--- src/rtl/ir_drive_pkg.sv ---
// Shared state encodings, key bit positions and helpers for the IR drive controller.
package ir_drive_pkg;

    typedef enum logic [2:0] {
        STOP   = 3'd0,
        FWD    = 3'd1,
        REV    = 3'd2,
        TURN_L = 3'd3,
        TURN_R = 3'd4,
        BRAKE  = 3'd5
    } drv_state_t;

    localparam int KEY_0     = 16;
    localparam int KEY_1     = 15;
    localparam int KEY_2     = 14;
    localparam int KEY_3     = 13;
    localparam int KEY_4     = 12;
    localparam int KEY_5     = 11;
    localparam int KEY_6     = 10;
    localparam int KEY_7     = 9;
    localparam int KEY_8     = 8;
    localparam int KEY_9     = 7;
    localparam int KEY_OK    = 6;
    localparam int KEY_UP    = 5;
    localparam int KEY_DOWN  = 4;
    localparam int KEY_LEFT  = 3;
    localparam int KEY_RIGHT = 2;
    localparam int KEY_STAR  = 1;
    localparam int KEY_HASH  = 0;

    localparam logic [3:0] MAX_LVL = 4'd9;

    function automatic logic is_motion(drv_state_t s);
        return s inside {FWD, REV, TURN_L, TURN_R};
    endfunction

    // {left, right}, 1 = forward
    function automatic logic [1:0] motor_dirs(drv_state_t s);
        logic [1:0] d;
        case (s)
            FWD:     d = 2'b11;
            TURN_L:  d = 2'b01;
            TURN_R:  d = 2'b10;
            default: d = 2'b00;
        endcase
        return d;
    endfunction

    // {valid, digit}; expects a word with at most one bit set
    function automatic logic [4:0] key_digit(logic [16:0] k);
        logic [4:0] r;
        r = 5'd0;
        unique case (1'b1)
            k[KEY_0]: r = {1'b1, 4'd0};
            k[KEY_1]: r = {1'b1, 4'd1};
            k[KEY_2]: r = {1'b1, 4'd2};
            k[KEY_3]: r = {1'b1, 4'd3};
            k[KEY_4]: r = {1'b1, 4'd4};
            k[KEY_5]: r = {1'b1, 4'd5};
            k[KEY_6]: r = {1'b1, 4'd6};
            k[KEY_7]: r = {1'b1, 4'd7};
            k[KEY_8]: r = {1'b1, 4'd8};
            k[KEY_9]: r = {1'b1, 4'd9};
            default:  r = 5'd0;
        endcase
        return r;
    endfunction

endpackage

--- src/rtl/ir_drive_ctrl_pwm.sv ---
// Free-running PWM period counter with duty compare against the applied level.
module ir_pwm_gen #(
    parameter int PWM_PERIOD = 1000,
    parameter int PWM_STEP   = 100
) (
    input  logic       clk_d,
    input  logic       rst,
    input  logic [3:0] i_eff_lvl,
    output logic       o_pwm_on
);

    localparam int CW = (PWM_PERIOD > 1) ? $clog2(PWM_PERIOD) : 1;

    logic [CW-1:0] r_cnt;

    always_ff @(posedge clk_d) begin
        if (rst) begin
            r_cnt <= '0;
        end else if (int'(r_cnt) == PWM_PERIOD - 1) begin
            r_cnt <= '0;
        end else begin
            r_cnt <= r_cnt + CW'(1);
        end
    end

    assign o_pwm_on = int'(r_cnt) < int'(i_eff_lvl) * PWM_STEP;

endmodule

--- src/rtl/ir_drive_ctrl.sv ---
// IR key events to drive states with brake dead-time, hold timeout and PWM enables.
// Optional ramped speed on motion entry: define SOFT_START_EN.
module ir_drive_ctrl
    import ir_drive_pkg::*;
#(
    parameter int HOLD_CYC   = 200000,
    parameter int DEAD_CYC   = 20000,
    parameter int PWM_PERIOD = 1000,
    parameter int PWM_STEP   = 100,
    parameter int SPEED_INIT = 5
`ifdef SOFT_START_EN
    ,
    parameter int RAMP_CYC   = 50000
`endif
) (
    input  logic        clk_d,
    input  logic        rst,
    input  logic [16:0] key_onehot,
    output logic        mot_l_en,
    output logic        mot_l_dir,
    output logic        mot_r_en,
    output logic        mot_r_dir,
    output logic [3:0]  speed_lvl,
    output logic [3:0]  eff_lvl,
    output logic [2:0]  drv_state
);

    localparam int HW = (HOLD_CYC > 0) ? $clog2(HOLD_CYC + 1) : 1;
    localparam int DW = (DEAD_CYC > 0) ? $clog2(DEAD_CYC + 1) : 1;

    logic [16:0]   r_key_prev;
    logic          w_evt;
    logic [16:0]   w_key;
    logic          w_mkey;
    drv_state_t    w_tgt;
    logic [4:0]    w_digit;
    drv_state_t    r_state;
    drv_state_t    w_state_nx;
    drv_state_t    r_pend;
    drv_state_t    w_pend_nx;
    logic [HW-1:0] r_hold;
    logic [HW-1:0] w_hold_nx;
    logic [DW-1:0] r_dead;
    logic [DW-1:0] w_dead_nx;
    logic [3:0]    r_speed;
    logic [3:0]    w_eff;
    logic          w_pwm_on;

    // A held or chorded key produces no event
    assign w_evt = (key_onehot != '0)
                && ((key_onehot & (key_onehot - 17'd1)) == '0)
                && (r_key_prev == '0);
    assign w_key   = w_evt ? key_onehot : '0;
    assign w_digit = key_digit(w_key);

    always_comb begin
        w_mkey = 1'b1;
        w_tgt  = STOP;
        unique case (1'b1)
            w_key[KEY_UP]:    w_tgt = FWD;
            w_key[KEY_DOWN]:  w_tgt = REV;
            w_key[KEY_LEFT]:  w_tgt = TURN_L;
            w_key[KEY_RIGHT]: w_tgt = TURN_R;
            default:          w_mkey = 1'b0;
        endcase
    end

    always_comb begin
        w_state_nx = r_state;
        w_pend_nx  = r_pend;
        w_hold_nx  = r_hold;
        w_dead_nx  = r_dead;
        if (w_key[KEY_OK]) begin
            w_state_nx = STOP;
            w_pend_nx  = STOP;
            w_hold_nx  = '0;
            w_dead_nx  = '0;
        end else begin
            case (r_state)
                STOP: begin
                    if (w_mkey) begin
                        w_state_nx = w_tgt;
                        w_hold_nx  = HW'(HOLD_CYC);
                    end
                end
                BRAKE: begin
                    if (w_mkey) w_pend_nx = w_tgt;
                    if (r_dead > DW'(1)) begin
                        w_dead_nx = r_dead - DW'(1);
                    end else begin
                        w_state_nx = w_mkey ? w_tgt : r_pend;
                        w_pend_nx  = STOP;
                        w_hold_nx  = HW'(HOLD_CYC);
                        w_dead_nx  = '0;
                    end
                end
                default: begin
                    // A key in the expiry cycle takes priority over the timeout
                    if (w_mkey && w_tgt == r_state) begin
                        w_hold_nx = HW'(HOLD_CYC);
                    end else if (w_mkey) begin
                        w_state_nx = BRAKE;
                        w_pend_nx  = w_tgt;
                        w_dead_nx  = DW'(DEAD_CYC);
                        w_hold_nx  = '0;
                    end else if (r_hold > HW'(1)) begin
                        w_hold_nx = r_hold - HW'(1);
                    end else begin
                        w_state_nx = STOP;
                        w_hold_nx  = '0;
                    end
                end
            endcase
        end
    end

    always_ff @(posedge clk_d) begin
        if (rst) begin
            r_key_prev <= '0;
            r_state    <= STOP;
            r_pend     <= STOP;
            r_hold     <= '0;
            r_dead     <= '0;
        end else begin
            r_key_prev <= key_onehot;
            r_state    <= w_state_nx;
            r_pend     <= w_pend_nx;
            r_hold     <= w_hold_nx;
            r_dead     <= w_dead_nx;
        end
    end

    always_ff @(posedge clk_d) begin
        if (rst) begin
            r_speed <= 4'(SPEED_INIT);
        end else if (w_digit[4]) begin
            r_speed <= w_digit[3:0];
        end else if (w_key[KEY_STAR] && r_speed != 4'd0) begin
            r_speed <= r_speed - 4'd1;
        end else if (w_key[KEY_HASH] && r_speed < MAX_LVL) begin
            r_speed <= r_speed + 4'd1;
        end
    end

`ifdef SOFT_START_EN
    localparam int RW = (RAMP_CYC > 1) ? $clog2(RAMP_CYC) : 1;

    logic [3:0]    r_ramp;
    logic [RW-1:0] r_ramp_cnt;

    always_ff @(posedge clk_d) begin
        if (rst || !is_motion(w_state_nx)) begin
            r_ramp     <= '0;
            r_ramp_cnt <= '0;
        end else if (!is_motion(r_state)) begin
            r_ramp     <= (r_speed != 4'd0) ? 4'd1 : 4'd0;
            r_ramp_cnt <= '0;
        end else if (r_speed < r_ramp) begin
            r_ramp <= r_speed;
        end else if (int'(r_ramp_cnt) >= RAMP_CYC - 1) begin
            r_ramp_cnt <= '0;
            if (r_ramp < r_speed) r_ramp <= r_ramp + 4'd1;
        end else begin
            r_ramp_cnt <= r_ramp_cnt + RW'(1);
        end
    end

    always_comb begin
        w_eff = '0;
        if (is_motion(r_state)) w_eff = (r_speed < r_ramp) ? r_speed : r_ramp;
    end
`else
    always_comb begin
        w_eff = '0;
        if (is_motion(r_state)) w_eff = r_speed;
    end
`endif

    ir_pwm_gen #(
        .PWM_PERIOD (PWM_PERIOD),
        .PWM_STEP   (PWM_STEP)
    ) u_pwm (
        .clk_d     (clk_d),
        .rst       (rst),
        .i_eff_lvl (w_eff),
        .o_pwm_on  (w_pwm_on)
    );

    always_ff @(posedge clk_d) begin
        if (rst) begin
            drv_state <= STOP;
            speed_lvl <= 4'(SPEED_INIT);
            eff_lvl   <= '0;
            mot_l_en  <= 1'b0;
            mot_r_en  <= 1'b0;
            mot_l_dir <= 1'b0;
            mot_r_dir <= 1'b0;
        end else begin
            drv_state <= r_state;
            speed_lvl <= r_speed;
            eff_lvl   <= w_eff;
            mot_l_en  <= is_motion(r_state) && w_pwm_on;
            mot_r_en  <= is_motion(r_state) && w_pwm_on;
            {mot_l_dir, mot_r_dir} <= motor_dirs(r_state);
        end
    end

endmodule

--- config.mk ---
export PLATFORM = sky130hd
export DESIGN_NAME = ir_drive_ctrl
export DESIGN_NICKNAME = d
export VERILOG_FILES = /design/src/rtl/ir_drive_pkg.sv /design/src/rtl/ir_drive_ctrl_pwm.sv /design/src/rtl/ir_drive_ctrl.sv
export SDC_FILE = /design/constraint.sdc
export NUM_CORES = 1
export LEC_CHECK = 0
export ABC_AREA = 1
export CORE_MARGIN = 5
export CORE_UTILIZATION = 60
export DETAILED_ROUTE_END_ITERATION = 6
export PLACE_DENSITY = 0.92
export SLEW_MARGIN = 20
export SYNTH_ARGS = -nofsm -noshare
export SYNTH_HDL_FRONTEND = slang
export SYNTH_HIERARCHICAL = 1
export SYNTH_SLANG_ARGS = --single-unit
--- constraint.sdc ---
create_clock -name clk_d -period 3.3 [get_ports clk_d]
set_input_delay 0.99 -clock clk_d [delete_from_list [all_inputs] [get_ports clk_d]]
set_output_delay 0.99 -clock clk_d [all_outputs]
set_load 0.03 [all_outputs]
==> impl_metrics.ini <==
[cts]
cts_tree = built
cts_setup_buffers = 0
cts.clk_slew.worst_paths_ns = 0.08
cts-root-buf = clkbuf_8
cts_buffer_depth = 2
ctsResizeCount = 0
cts_hold_buf = 0
clock-sinks = 84
htreeDepth = 3
insertion_delay_ns = 0.36
cts_buffers = 9

[pwr]
power.leakage_uw = 0.003018
sw_frac_of_total_pct = 46.34
pwr-share-seq_pct = 28.4
finalPower_uw = 4475
p_sw_uw = 2073
power_frac_clock_pct = 15.6
power.share.combinational_pct = 55.9
cellPowerDensity_nw_per_um2 = 717.3
p_int_uw = 2401
vdd_drop_max_mv = 0.4008

[die]
core_area_um2 = 8299
fp.dieW_um = 102.7
initial_core_util_pct = 62.11
die_y_um = 102.7
die_area_um2 = 10550
ios = 34
rows = 33

[finish]
final_common_cell = nand2_1
syn2layout_area_growth_pct = 21.02
drive_gt1_share_pct = 14.92
antenna_cells = 0
utilization_pct = 75.17
instances_no_fill = 956
finalNetCount = 892
final_cell_mix = nand2_1, nor2_1, inv_1

[worst_setup_path]
cp-end-kind = flop
crit_required_ns = 3.60
start_kind = flop
rr_startpoint = r_state[1]
cp_max_fo = 6
path_class = flop to flop
crit_start = r_state[1]
arrival_ns = 3.41

[run]
drv_cap = 0

[grt]
grt_max_degree = 30
antenna_found_initial = 0
grt_pass1_wl_mm = 22.77
grt_overflow = 0
grt_use_total_pct = 26.96
grt_pass1_vias = 5184

[timing]
max_slew_margin_pct = 70.46
hold_viol = 0
timing.final.crit_share_pct = 94.38
max_freq_mhz = 321.1
skew_ns = 0.01038
setup_viol = 0
worstMarginPinSlew_ns = 0.4426
period_minus_slack_ns = 3.115
tns_ns = 0
drv_slew = 0

[route]
drcViolationCount = 0
ant_nets = 0
drt_wl_total_mm = 13.85
wl_per_cell_um = 14.49
viasPerCell = 5.590
drt_iter0_markers = 378
vias = 5344
drt_first_pass_iters = 7

[logic_synthesis]
syn-cell-area_um2 = 5155
synth_nets = 805
synth_cell_types = 42
yosys_warnings = 6
synth_area_per_cell_um2 = 6.774
synth_cells = 761
synth_seq_cells = 84
synth_seq_area_share_pct = 32.62

[hold_path]
min_path_type = flop to flop
hp-start = r_pend[1]

[placed_design]
portBuffers = 33
placed_cells = 942
gp_congestion = 0.9496
place_hpwl_mm = 10.58

[outcome]
status = finished, final reports clean
layer usage:
metal	wire length [um]	part of all wire, %	vias up	GRT usage (%)
li1	-	-	2625	-
met1	5595	40	2435	31.65
met2	6927	50	244	48.86
met3	917	6.6	40	3.924
met4	410	3.0	0	11.20
met5	0	0	-	0
final timing paths:
kind                             endpoint  slack (ns)  cells after the start
worst max-delay path             mot_r_en        0.19                     14
worst min-delay path            r_pend[1]        0.47                      2
worst max register to register   mot_r_en        0.19                     14
worst min register to register  r_pend[1]        0.47                      2
cell type report:
class,count,area [um2]
clock buffer,9,123.9
inverter,96,360.3
sequential,84,1682
clock inverter,5,55.05
tap,105,131.4
timing repair buffer,87,765.7
multi-input combinational,570,3120
fill,645,2061
state kept, by name, indices dropped and copies added, names as in the netlist:
register     flops
mot_r_dir        1
u_pwm/r_cnt     10
speed_lvl        4
r_pend           3
r_key_prev      17
r_dead          15
r_hold          18
eff_lvl          4
r_speed          4
mot_l_dir        1
mot_r_en         1
drv_state        3
r_state          3
per-stage QoR:
| stage | hold slack (ns) | setup slack, ns | cell area, um2 |
|---|---|---|---|
| final | 0.4674 | 0.1853 | 6238 |
| after global routing | 0.5029 | -0.01032 | 6238 |
| after CTS | 0.4702 | 0.003839 | 6141 |
| after detailed placement | 0.4583 | -0.3511 | 5962 |
| after global placement | 0.4528 | -0.2935 | 5962 |
| after floorplan | 0.4405 | 0.3245 | 5155 |
cells in the mapped netlist (all sizes together):
cell type    n  area share (%)
o211ai       4            0.58
nand3       56             6.5
nor3        18             2.2
xnor2        8             1.4
nand3b       3            0.51
a31oi        3            0.36
o21ai       30             2.9
nand4       18             2.6
or2          5            0.61
ha          23             5.6
buf          8            0.95
o21bai       1            0.36
fa           2            0.78
o2111ai      1            0.17
clkinv       2            0.15
nor4         3            0.36
nand2      172              13
a21oi       55             5.8
inv         94             6.8
nor3b        1            0.24
dfxtp       84              33
nor2       149              12
clkbuf       3            0.22
xor2        18             3.1
power groups by stage:
stage | Clock, uW | Combinational, uW | Sequential [uW]
4_1_cts | 714 | 2450 | 1260
5_1_grt | 765 | 2790 | 1290
3_3_place_gp | 0 | 2290 | 1270
3_5_place_dp | 0 | 2440 | 1280
6_report | 700 | 2500 | 1270
2_1_floorplan | 0 | 1720 | 1310
cell families (layout without fill, tap and decap cells):
| kind of cell | Yosys count | count (layout) | synth area share (%) |
|---|---|---|---|
| AND/OR/NAND/NOR | 425 | 425 | 38.28 |
| buffers and inverters | 107 | 197 | 8.155 |
| AO/OA/AOI/OAI | 94 | 94 | 10.17 |
| flip-flops | 84 | 84 | 32.62 |
| XOR/XNOR | 26 | 26 | 4.418 |
| adder cells (fa/ha/maj) | 25 | 25 | 6.359 |
worst max-delay path: stages, from the launching register on:
cell and delay, ns:
dfxtp_1 0.47, nor2_2 0.10, xor2_2 0.18, nor2_1 0.26
ha_1 0.29, ha_1 0.23, fa_1 0.41, xnor2_1 0.18
ha_1 0.27, a21oi_1 0.16, nand3b_1 0.13, nand3_1 0.08
nor2_1 0.12, nand2_1 0.07, nor2_1 0.10
Note: power is estimated with default switching activity, not from simulation.
